## config.mk

```make
export PLATFORM = sky130hd
export DESIGN_NAME = instr_mem_loader
export DESIGN_NICKNAME = d
export VERILOG_FILES = /design/src/rtl/instr_mem_loader.sv
export SDC_FILE = /design/constraint.sdc
export NUM_CORES = 1
export LEC_CHECK = 0
export BUFFER_PORTS_ARGS = -buffer_cell sky130_fd_sc_hd__buf_2
export CORE_UTILIZATION = 52
export DETAILED_ROUTE_END_ITERATION = 10
export HOLD_SLACK_MARGIN = 0.02
export PLACE_DENSITY = 0.72
export REMOVE_ABC_BUFFERS = 1
export SLEW_MARGIN = 20
export SYNTH_ARGS = -nofsm -noshare
export SYNTH_HDL_FRONTEND = slang
export SYNTH_SLANG_ARGS = --single-unit
```

## constraint.sdc

```tcl
create_clock -name clk -period 3 [get_ports clk]
set_input_delay 0.15 -clock clk [delete_from_list [all_inputs] [get_ports clk]]
set_output_delay 0.15 -clock clk [all_outputs]
set_load 0.05 [all_outputs]
```

## src/rtl/instr_mem_loader.sv

```systemverilog
// instr_mem_loader: length-prefixed byte-stream boot loader that fills instruction memory, then releases the core.
// Optional trailing XOR checksum byte is enabled with `define INSTR_LOADER_CHECKSUM_EN.
module instr_mem_loader #(
    parameter int DATA_WIDTH   = 32,
    parameter int MEM_CAPACITY = 1024
) (
    input  logic                  clk,
    input  logic                  rst,
    input  logic                  start,
    input  logic                  byte_valid,
    input  logic [7:0]            byte_data,
    output logic                  byte_ready,
    output logic [DATA_WIDTH-1:0] instr_mem_address,
    output logic [DATA_WIDTH-1:0] instr_mem_data,
    output logic                  instr_mem_we,
    output logic                  core_en,
    output logic                  busy,
    output logic                  done,
    output logic                  error
);
    localparam int BPW = DATA_WIDTH / 8;

`ifdef INSTR_LOADER_CHECKSUM_EN
    typedef enum logic [2:0] {IDLE, LEN, DATA, WRITE, CHK, DONE, ERROR} state_t;
    localparam state_t FIN = CHK;
`else
    typedef enum logic [2:0] {IDLE, LEN, DATA, WRITE, DONE, ERROR} state_t;
    localparam state_t FIN = DONE;
`endif

    state_t                state_q;
    logic [7:0]            cnt_q;
    logic [31:0]           len_q;
    logic [DATA_WIDTH-1:0] sh_q;
    logic [DATA_WIDTH-1:0] idx_q;
    logic [DATA_WIDTH-1:0] addr_q;
    logic [DATA_WIDTH-1:0] data_q;
    logic [31:0]           len_d;
    logic [DATA_WIDTH-1:0] word_d;
    logic [DATA_WIDTH-1:0] idx_d;
    logic                  xfer;
`ifdef INSTR_LOADER_CHECKSUM_EN
    logic [7:0]            chk_q;
`endif

    assign xfer   = byte_valid & byte_ready;
    assign len_d  = {byte_data, len_q[31:8]};
    assign word_d = (sh_q >> 8) | (DATA_WIDTH'(byte_data) << (DATA_WIDTH - 8));
    assign idx_d  = idx_q + DATA_WIDTH'(1);

    always_ff @(posedge clk) begin
        if (rst) begin
            state_q <= IDLE;
            cnt_q   <= '0;
            len_q   <= '0;
            sh_q    <= '0;
            idx_q   <= '0;
            addr_q  <= '0;
            data_q  <= '0;
`ifdef INSTR_LOADER_CHECKSUM_EN
            chk_q   <= '0;
`endif
        end else begin
            case (state_q)
                IDLE, DONE, ERROR: if (start) begin
                    state_q <= LEN;
                    cnt_q   <= '0;
                    idx_q   <= '0;
`ifdef INSTR_LOADER_CHECKSUM_EN
                    chk_q   <= '0;
`endif
                end
                LEN: if (xfer) begin
                    len_q <= len_d;
                    cnt_q <= cnt_q + 8'd1;
                    if (cnt_q == 8'd3) begin
                        cnt_q   <= '0;
                        state_q <= len_d > 32'(MEM_CAPACITY) ? ERROR : len_d == 32'd0 ? FIN : DATA;
                    end
                end
                DATA: if (xfer) begin
                    sh_q  <= word_d;
                    cnt_q <= cnt_q + 8'd1;
`ifdef INSTR_LOADER_CHECKSUM_EN
                    chk_q <= chk_q ^ byte_data;
`endif
                    if (cnt_q == 8'(BPW - 1)) begin
                        cnt_q   <= '0;
                        data_q  <= word_d;
                        addr_q  <= idx_q;
                        state_q <= WRITE;
                    end
                end
                WRITE: begin
                    idx_q   <= idx_d;
                    state_q <= idx_d == DATA_WIDTH'(len_q) ? FIN : DATA;
                end
`ifdef INSTR_LOADER_CHECKSUM_EN
                CHK: if (xfer) state_q <= byte_data == chk_q ? DONE : ERROR;
`endif
                default: state_q <= IDLE;
            endcase
        end
    end

    // Outputs are pure decodes of the state flop, so they change only on clock edges.
`ifdef INSTR_LOADER_CHECKSUM_EN
    assign byte_ready = state_q == LEN || state_q == DATA || state_q == CHK;
    assign busy       = byte_ready || state_q == WRITE;
`else
    assign byte_ready = state_q == LEN || state_q == DATA;
    assign busy       = byte_ready || state_q == WRITE;
`endif
    assign instr_mem_we      = state_q == WRITE;
    assign instr_mem_address = addr_q;
    assign instr_mem_data    = data_q;
    assign core_en           = state_q == DONE;
    assign done              = state_q == DONE;
    assign error             = state_q == ERROR;
endmodule
```

==> results of run 1 <==
==> synthesized netlist by cell type (all sizes together), types with 2 or more instances <==
master and n:
a31oi 5, a21o 3, a21oi 162, o211ai 5
nor2b 3, a311oi 4, a2111oi 2, and3 8
nand4 20, or3 11, o21ai 32, inv 6
nor2 45, nand3b 4, nand3 24, o31ai 2
nand2 282, a22oi 3, nor4 25, nand2b 5
a211oi 3, xnor2 33, dfxtp 163, and4 3
or3b 2, or4 13, clkbuf 74, xor2 20
and2 5, nor3 8, buf 11, nor3b 6
ha 2
==> power by group through the flow <==
stage / logic [mW] / clock network [mW] / registers (mW)
6_report: 0.428 / 2.10 / 2.23
5_1_grt: 0.468 / 2.21 / 2.23
4_1_cts: 0.427 / 2.12 / 2.23
3_5_place_dp: 0.416 / 0 / 2.27
3_3_place_gp: 0.415 / 0 / 2.27
2_1_floorplan: 0.253 / 0 / 2.27
==> per-layer routing <==
layer  track usage  wire, um  up-vias
li1              -         -     3573
met2         0.407      8780      218
met1         0.373      9180     3253
met5             0         0        -
met3        0.0516      1020       22
met4        0.0861       253        0
==> flip-flops by register name, summed over array words and instances, names as in the netlist <==
name / count
len_q: 32
idx_q: 32
instr_mem_data: 32
sh_q: 24
instr_mem_address: 32
state_q: 3
cnt_q: 8
==> layout make-up <==
| type | count | share of cell area |
|---|---|---|
| Tap cell | 180 | 0.0254 |
| Clock inverter | 14 | 0.0147 |
| Clock buffer | 18 | 0.0495 |
| Timing Repair Buffer | 125 | 0.0897 |
| Sequential cell | 163 | 0.368 |
| Inverter | 6 | 0.00254 |
| Multi-Input combinational cell | 754 | 0.450 |
==> metrics by stage <==
step / utilization / area, sq um
after detailed placement: 0.583 / 8190
after global placement: 0.583 / 8190
after floorplan: - / 7250
after global routing: 0.632 / 8870
final: 0.632 / 8870
after CTS: 0.629 / 8830
==> final timing paths <==
kind | from | slack, ps | end
worst max-delay path | idx_q[0]$_SDFFE_PP0P_ | 220 | state_q[1]$_SDFFE_PP0P_
worst min-delay path | start | 150 | state_q[2]$_SDFFE_PP0P_
worst max register to register | idx_q[0]$_SDFFE_PP0P_ | 220 | state_q[1]$_SDFFE_PP0P_
worst min register to register | instr_mem_address[21]$_SDFFE_PP0P_ | 450 | instr_mem_address[21]$_SDFFE_PP0P_
==> kinds of logic (layout without fill, tap and decap cells) <==
family | count (synthesis) | count (layout) | share of synthesized area
mux | 1 | 1 | 0.00132
simple gates | 467 | 467 | 0.289
fa+ha+maj | 2 | 2 | 0.00330
xor+xnor | 53 | 53 | 0.0612
buf+inv | 91 | 163 | 0.0470
flops | 163 | 163 | 0.431
compound gates | 231 | 231 | 0.168
==> critical path, stage by stage (launching register included) <==
cell and delay [ps]:
dfxtp_1 440, ha_1 230, nand3_2 220, buf_4 250
or3_1 370, a22oi_1 260, nand4_1 150, nor4_2 290
nand4_1 200, o221a_1 260
==> repair_timing <==
action / in CTS / in global routing
setup buffers: 0 / 2
gates resized for setup: 0 / 3
endpoints found under the setup margin: 0 / 2
hold buffers: 8 / 0
endpoints found under the hold margin: 23 / 0
==> results by group, run 1 <==
Status
  • Status: finished, final reports clean

Floorplanning
  • Die width: 123 um
  • # rows: 43
  • Die footprint: 15100 sq um
  • I/O pins: 82
  • Initial Util: 0.540
  • Core Box Area: around 14000 sq um
  • Die Y: 123 um

Routing
  • Vias per cell: 5.61
  • Final ANT Viol Nets: 0
  • Residual DRC: 0
  • Drt first pass iters: 5
  • Routed length per instance: about 15 um
  • DRT iter0 DRCs: 632
  • Post-Route WL: 19200 um
  • Vias: between 7000 and 8000

GRT
  • Largest net degree at the start of global routing: 76
  • Gr ovfl total: 0
  • Vias in the first global route: 6106
  • Total GRT Usage: 0.265
  • Initial antenna violation count: 0
  • First-pass GRT wire length: between 30000 and 40000 um

STA
  • Final Critical Period: 2780 ps
  • Hold WS: 148 ps
  • Clk_skew: 7.01 ps
  • Final hold vios: 0
  • Maximum clock frequency: 360 MHz
  • Final WS setup: approximately 220 ps
  • Period utilization: 0.927
  • Setup_tns: 0 ps
  • Endpoints failing setup: 0
  • RSZ-0062 raised after global routing: false
  • Slew Viols, Final: 0
  • Worst Tran Pin Value: 809 ps
  • Slew margin rel.: 0.460

Run
  • Max_cap viols: 0

Logic synthesis
  • Yosys warnings: 0
  • Main synth FF type: dfxtp_1
  • Post-Syn Area: 7580 sq um
  • Synth top area share: 0.431
  • Post-synth ARST share: 0
  • Synth cell types: 55
  • Post-synth EDFFs: 0
  • Top cells by area, synth: dfxtp_1 43%, nand2_1 14%, a21oi_1 11%
  • Gate Count Post-Synth: 1008
  • Syn avg cell area: 7.52 sq um
  • Seq/Total Area, Yosys: 0.431
  • Cell type with the highest aggregate area in the netlist: dfxtp_1
  • #FFs+latches synth: between 150 and 200

Layout
  • Filler instances: 1273
  • Finished Layout Cells: 1260
  • Commonest cells after routing, fill and taps aside: 281 x nand2_1, 163 x dfxtp_1, 162 x a21oi_1
  • Area growth syn-to-layout: 17.0%
  • Layout cells sized above 1: 0.151
  • Area of the multi-input gates: 3990 sq um
  • Sequential Area: 3260 sq um
  • Most common cell after layout, fill and taps aside: nand2_1
  • Diodes inserted: 0
  • Layout net count: 1081

Power and ir drop
  • Seq pwr share: 0.468
  • Clock Power Share: 0.441
  • Power density over the cells: 536 nW/um^2
  • Max IR drop VDD: 0.000388 V
  • Pleak: 3.26 nW
  • Psw: 1.26 mW
  • Internal Power: 3.49 mW
  • Post-route total power: roughly 4.8 mW
  • Combinational power share: 0.090
  • Net Sw Frac: 0.265

Clock network
  • Worst-path clk slew: 60 ps
  • Worst-Skew Late Latency: 430 ps
  • CTS Sinks: 163
  • CTS Buffer Depth: 2
  • Cts bufs inserted: 17
  • TritonCTS clock tree: built
  • Clock root cell: clkbuf_16
  • H-tree depth: 4

Hold path
  • Min-Delay Path Depth: 5
  • Class of the most critical hold timing path: in2reg

Setup path
  • CP Class: reg2reg
  • Worst Path Required: ~3300 ps
  • Worst R2R Path Depth: 9
  • Crit-path max FO: 9
  • Worst setup EP type: flop
  • Worst Path Arrival: between 3000 and 4000 ps
  • Startpoint Class: flop

Place
  • Post-DP HPWL: approximately 13000 um
  • DP Cell Count: 1218
  • Number of I/O port buffers: 81
  • Dpl ws: 46.1 ps
  • Gp weighted congestion: approximately 0.95
Note: power is estimated with default switching activity, not from simulation.
==> inputs of run 2 (changes only) <==
Settings changed: CORE_ASPECT_RATIO set to 0.6, SLEW_MARGIN 20 to not set.
==> results by group, run 2 (same netlist as run 1, synthesis figures left out) <==
Status
  • Status: finished, final reports clean

Clock network
  • H-tree depth: 4 (unchanged)
  • Worst-path clk slew: 70 ps (about the same)
  • CTS Sinks: 163 (unchanged)
  • TritonCTS clock tree: built
  • Worst-Skew Late Latency: 430 ps (about the same)
  • Clock root cell: clkbuf_16
  • CTS Buffer Depth: 2 (unchanged)
  • Cts bufs inserted: 17 (unchanged)

STA
  • Period utilization: 0.939 (+0.0121)
  • Final WS setup: 183 ps (-36.2 ps)
  • Final hold vios: 0 (unchanged)
  • Worst Tran Pin Value: 743 ps (-66.2 ps)
  • Hold WS: 194 ps (+46.7 ps)
  • Maximum clock frequency: 355 MHz (-1.3%)
  • Slew Viols, Final: 0 (unchanged)
  • Slew margin rel.: 0.504 (+0.0436)
  • Endpoints failing setup: 0 (unchanged)
  • Clk_skew: 12.8 ps (+5.74 ps)
  • Final Critical Period: 2820 ps (+36.2 ps)

Run
  • Max_cap viols: 0 (unchanged)

Layout
  • Core Util, Final: 0.641 (+0.00938)
  • Commonest cells after routing, fill and taps aside: 281 x nand2_1, 163 x dfxtp_1, 162 x a21oi_1
  • Most common cell after layout, fill and taps aside: nand2_1
  • Layout cells sized above 1: 0.156 (+0.00547)
  • Diodes inserted: 0 (unchanged)
  • Layout net count: 1088 (+0.65%)
  • Area growth syn-to-layout: 18.0%

Power and ir drop
  • Pleak: 3.31 nW (+1.4%)
  • Power density over the cells: 543 nW/um^2 (+1.3%)
  • Max IR drop VDD: 0.000393 V (+1.4%)

Floorplanning
  • Core Box Area: 14000 sq um (-0.61%)
  • Die footprint: 15100 sq um (+0.10%)
  • I/O pins: 82 (unchanged)
  • Die width: 158 um (+29%)
  • # rows: 33 (-23%)
  • Initial Util: 0.543 (+0.00334)
  • Die Y: 95.5 um (-22%)

Setup path
  • Worst R2R Path Depth: 7 (-2)
  • Most common cell on crit path: nand4_1
  • Levels on crit path: 7 (-2)
  • Worst setup EP type: flop
  • Worst Path Arrival: 3130 ps (+30 ps)
  • Startpoint Class: flop
  • Crit-path slowest cell: or4_4
  • CP Class: reg2reg
  • Worst Path Required: 3310 ps (about the same)
  • Crit-path max FO: 7 (-2)
  • Cell family with most CP delay: simple AND/OR/NAND/NOR gates
  • CP cell instances: nand4_1 -> or4_4 -> nor4_4 -> xnor2_1 -> nor4_1 -> nand4_1 -> o221a_1
  • Worst Path Buf+Inv: 0 (-1)
  • Worst stage delay on the critical path: 700 ps (+260 ps)

GRT
  • First-pass GRT wire length: 33400 um (+7.1%)
  • Vias in the first global route: 6245 (+2.3%)
  • Total GRT Usage: 0.288 (+0.0225)
  • Gr ovfl total: 0 (unchanged)
  • Initial antenna violation count: 0 (unchanged)
  • Largest net degree at the start of global routing: 76 (unchanged)

Routing
  • DRT iter0 DRCs: 764 (+21%)
  • Residual DRC: 0 (unchanged)
  • Final ANT Viol Nets: 0 (unchanged)
  • Routed length per instance: 16.3 um (+7.0%)
  • Post-Route WL: 20900 um (+8.6%)
  • Drt first pass iters: 6 (+1)
  • Vias per cell: 5.70 (+1.6%)
  • Vias: 7290 (+3.2%)

Hold path
  • Min-Delay Path Depth: 5 (unchanged)
  • Class of the most critical hold timing path: in2reg

Place
  • Number of I/O port buffers: 81 (unchanged)
  • Post-DP HPWL: 14400 um (+11%)
  • Gp weighted congestion: 0.982 (+3.6%)
  • Dpl ws: 120 ps (+73.7 ps)
## run 2: path summary, 6_finish.rpt
check / from / end / slack, ps
setup / recovery: idx_q[3]$_SDFFE_PP0P_ / state_q[1]$_SDFFE_PP0P_ / 180
hold / removal: start / state_q[2]$_SDFFE_PP0P_ / 190
setup reg to reg: idx_q[3]$_SDFFE_PP0P_ / state_q[1]$_SDFFE_PP0P_ / 180
hold reg to reg: instr_mem_address[5]$_SDFFE_PP0P_ / instr_mem_address[5]$_SDFFE_PP0P_ / 450
## run 2: where the power goes
group          switching (mW)  total, mW  internal (mW)
Combinational           0.293      0.424          0.131
Clock                    1.00       2.19           1.19
Sequential             0.0528       2.24           2.19
Total                    1.35       4.85           3.51
## run 2: area by class of cell
| type | instances | area [sq um] |
|---|---|---|
| clock inverter | 15 | 165 |
| fill | 1278 | 5010 |
| tap | 192 | 240 |
| clock buffer | 17 | 425 |
| timing repair buffer | 132 | 836 |
| inverter | 6 | 22.5 |
| multi-input combinational | 754 | 3990 |
| sequential | 163 | 3260 |
## run 2: timing repair
item,CTS,global route
hold endpoints to repair,21,0
setup endpoints to repair,0,2
buffers inserted,0,4
gates resized for setup,0,3
hold buffers,8,0
## run 2: worst register-to-register path, delay by kind of cell (launching register included)
| kind | cells | cell delay [ps] |
|---|---|---|
| xor+xnor | 1 | 110 |
| flops | 1 | 460 |
| simple gates | 5 | 1870 |
| compound gates | 1 | 260 |
## run 2: metal layers
layer,track usage,share of wire,vias up
met5,0,0,-
met4,0.0639,0.0074,0
met3,0.0573,0.080,19
met2,0.386,0.40,269
met1,0.457,0.52,3420
li1,-,-,3582
## run 2: per-stage QoR
step / std cells / TNS (ps) / cell area [sq um] / power [mW]
4_1_cts: 1275 / 0 / 8900 / 4.86
6_report: 1279 / 0 / 8950 / 4.85
3_3_place_gp: 1235 / 0 / 8230 / 2.69
5_1_grt: 1279 / -15.5 / 8950 / 5.01
2_1_floorplan: 923 / -50460 / 7250 / 2.52
3_5_place_dp: 1235 / 0 / 8230 / 2.70
==> inputs of run 3 (changes only) <==
--- a/config.mk
+++ b/config.mk
@@ -8,3 +8,3 @@
 export BUFFER_PORTS_ARGS = -buffer_cell sky130_fd_sc_hd__buf_2
-export CORE_ASPECT_RATIO = 0.6
+export CORE_ASPECT_RATIO = 0.7
 export CORE_UTILIZATION = 52
==> constraint.sdc (replaced) <==
create_clock -name clk -period 3 [get_ports clk]
set_input_delay 0.3 -clock clk [delete_from_list [all_inputs] [get_ports clk]]
set_output_delay 0.3 -clock clk [all_outputs]
set_load 0.05 [all_outputs]
==> results by group, run 3 (same netlist as run 1, synthesis figures left out) <==
Setup path
  • Crit-path max FO: 8 (+1)
  • Worst setup EP type: flop
  • Worst Path Required: 3330 ps (+20 ps)
  • CP Class: reg2reg
  • Worst Path Arrival: 3150 ps (+20 ps)
  • Startpoint Class: flop

Power and ir drop
  • Pleak: 3.26 nW (-1.4%)
  • Power density over the cells: 550 nW/um^2 (+1.4%)
  • Max IR drop VDD: 0.000406 V (+3.3%)

Place
  • Post-DP HPWL: 13700 um (-5.3%)
  • Gp weighted congestion: 1.00 (+2.0%)
  • Number of I/O port buffers: 81 (unchanged)
  • Dpl ws: 124 ps (+4.56 ps)

Floorplanning
  • Die width: 146 um (-7.3%)
  • Initial Util: 0.539 (-0.00377)
  • Core Box Area: 14100 sq um (+0.70%)
  • Die footprint: 15100 sq um (about the same)
  • Die Y: 103 um (+7.8%)
  • # rows: 36 (+9.1%)
  • I/O pins: 82 (unchanged)

STA
  • RSZ-0062 raised after global routing: false
  • Slew Viols, Final: 0 (unchanged)
  • Final WS setup: 179 ps (-4.25 ps)
  • Clk_skew: 8.31 ps (-4.45 ps)
  • Endpoints failing setup: 0 (unchanged)
  • Maximum clock frequency: 354 MHz (-0.15%)
  • Final hold vios: 0 (unchanged)
  • Worst Tran Pin Value: 697 ps (-46.2 ps)
  • Slew margin rel.: 0.534 (+0.0302)
  • Final Critical Period: 2820 ps (+4.25 ps)
  • Period utilization: 0.940 (+0.00142)
  • Hold WS: 143 ps (-51.8 ps)

Routing
  • Vias: 7237 (-0.73%)
  • Drt first pass iters: 5 (-1)
  • Residual DRC: 0 (unchanged)
  • Vias per cell: 5.71 (+0.21%)
  • Post-Route WL: 20100 um (-4.0%)
  • Routed length per instance: 15.8 um (-3.0%)
  • DRT iter0 DRCs: 675 (-12%)
  • Final ANT Viol Nets: 0 (unchanged)

Clock network
  • Cts bufs inserted: 17 (unchanged)
  • Worst-Skew Late Latency: 430 ps (about the same)
  • TritonCTS clock tree: built
  • Worst-path clk slew: 70 ps (about the same)
  • Clock root cell: clkbuf_16
  • CTS Buffer Depth: 2 (unchanged)
  • CTS Sinks: 163 (unchanged)
  • CTS Hold Buffers Added: 0 (-8)
  • H-tree depth: 4 (unchanged)

GRT
  • First-pass GRT wire length: 32100 um (-4.0%)
  • Largest net degree at the start of global routing: 60 (-21%)
  • Initial antenna violation count: 0 (unchanged)
  • Gr ovfl total: 0 (unchanged)
  • Total GRT Usage: 0.270 (-0.0178)
  • Vias in the first global route: 5993 (-4.0%)

Layout
  • Core Util, Final: 0.629 (-0.0117)
  • Most common cell after layout, fill and taps aside: nand2_1
  • Filler instances: 1283 (+0.39%)
  • Commonest cells after routing, fill and taps aside: 281 x nand2_1, 163 x dfxtp_1, 162 x a21oi_1
  • Layout cells sized above 1: 0.156 (-0.000405)
  • Diodes inserted: 0 (unchanged)
  • Area growth syn-to-layout: 16.7%
  • Layout net count: 1078 (-0.92%)

Hold path
  • Class of the most critical hold timing path: in2reg

Status
  • Status: finished, final reports clean

Run
  • Max_cap viols: 0 (unchanged)
run 3: cell types whose count changed in the layout (fill, tap and decap cells not counted), sizes merged:
cell	previous run	this run
clkinv	2	4
dlygate4sd3	8	0
inv	15	12
buf	124	122
bufinv	1	2
run 3: timing repair:
item	in CTS	in global routing
buffers inserted	0	2
endpoints found under the hold margin	0	0
resized for setup	0	4
endpoints found under the setup margin	0	2
run 3: final cells by class:
cell class	instances	area [sq um]	share of cell area
Multi-Input combinational cell	754	4000	0.452
Sequential cell	163	3260	0.369
Timing Repair Buffer	122	728	0.0823
Clock buffer	17	425	0.0481
Tap cell	190	238	0.0269
Clock inverter	15	171	0.0194
Inverter	6	22.5	0.00255
run 3: power breakdown:
part / switching, mW / leakage (nW) / internal [mW]
Sequential: 0.0513 / 1.31 / 2.19
Combinational: 0.283 / 1.66 / 0.119
Clock: 0.976 / 0.285 / 1.25
run 3: worst paths after layout:
kind,start,end,slack [ps],cells after the start
setup / recovery,idx_q[1]$_SDFFE_PP0P_,state_q[1]$_SDFFE_PP0P_,180,8
hold / removal,byte_data[3],sh_q[27]$_SDFFE_PP0P_,140,3
setup reg to reg,idx_q[1]$_SDFFE_PP0P_,state_q[1]$_SDFFE_PP0P_,180,8
hold reg to reg,instr_mem_address[11]$_SDFFE_PP0P_,instr_mem_address[11]$_SDFFE_PP0P_,450,2
run 3: stage by stage:
stage          cells  power (mW)  setup TNS (ps)  instance area (sq um)
2_1_floorplan    923        2.52          -50460                   7250
3_3_place_gp    1233        2.68               0                   8210
3_5_place_dp    1233        2.68               0                   8210
4_1_cts         1265        4.88               0                   8810
5_1_grt         1267        5.01               0                   8840
6_report        1267        4.87               0                   8840
run 3: per-layer routing:
layer | global-route usage | vias to the layer above | part of all wire
met4 | 0.0801 | 0 | 0.0093
met2 | 0.382 | 267 | 0.41
li1 | - | 3573 | -
met1 | 0.415 | 3378 | 0.51
met5 | 0 | - | 0
met3 | 0.0442 | 19 | 0.069
run 3: critical path, cell delays in order, from the launching register on:
cell      delay (ps)
dfxtp_1          400
ha_1             200
nand3_1          270
or4_1            750
or3_1            390
nand3_1           80
o2111a_1         190
nand4_1          170
o221a_1          260
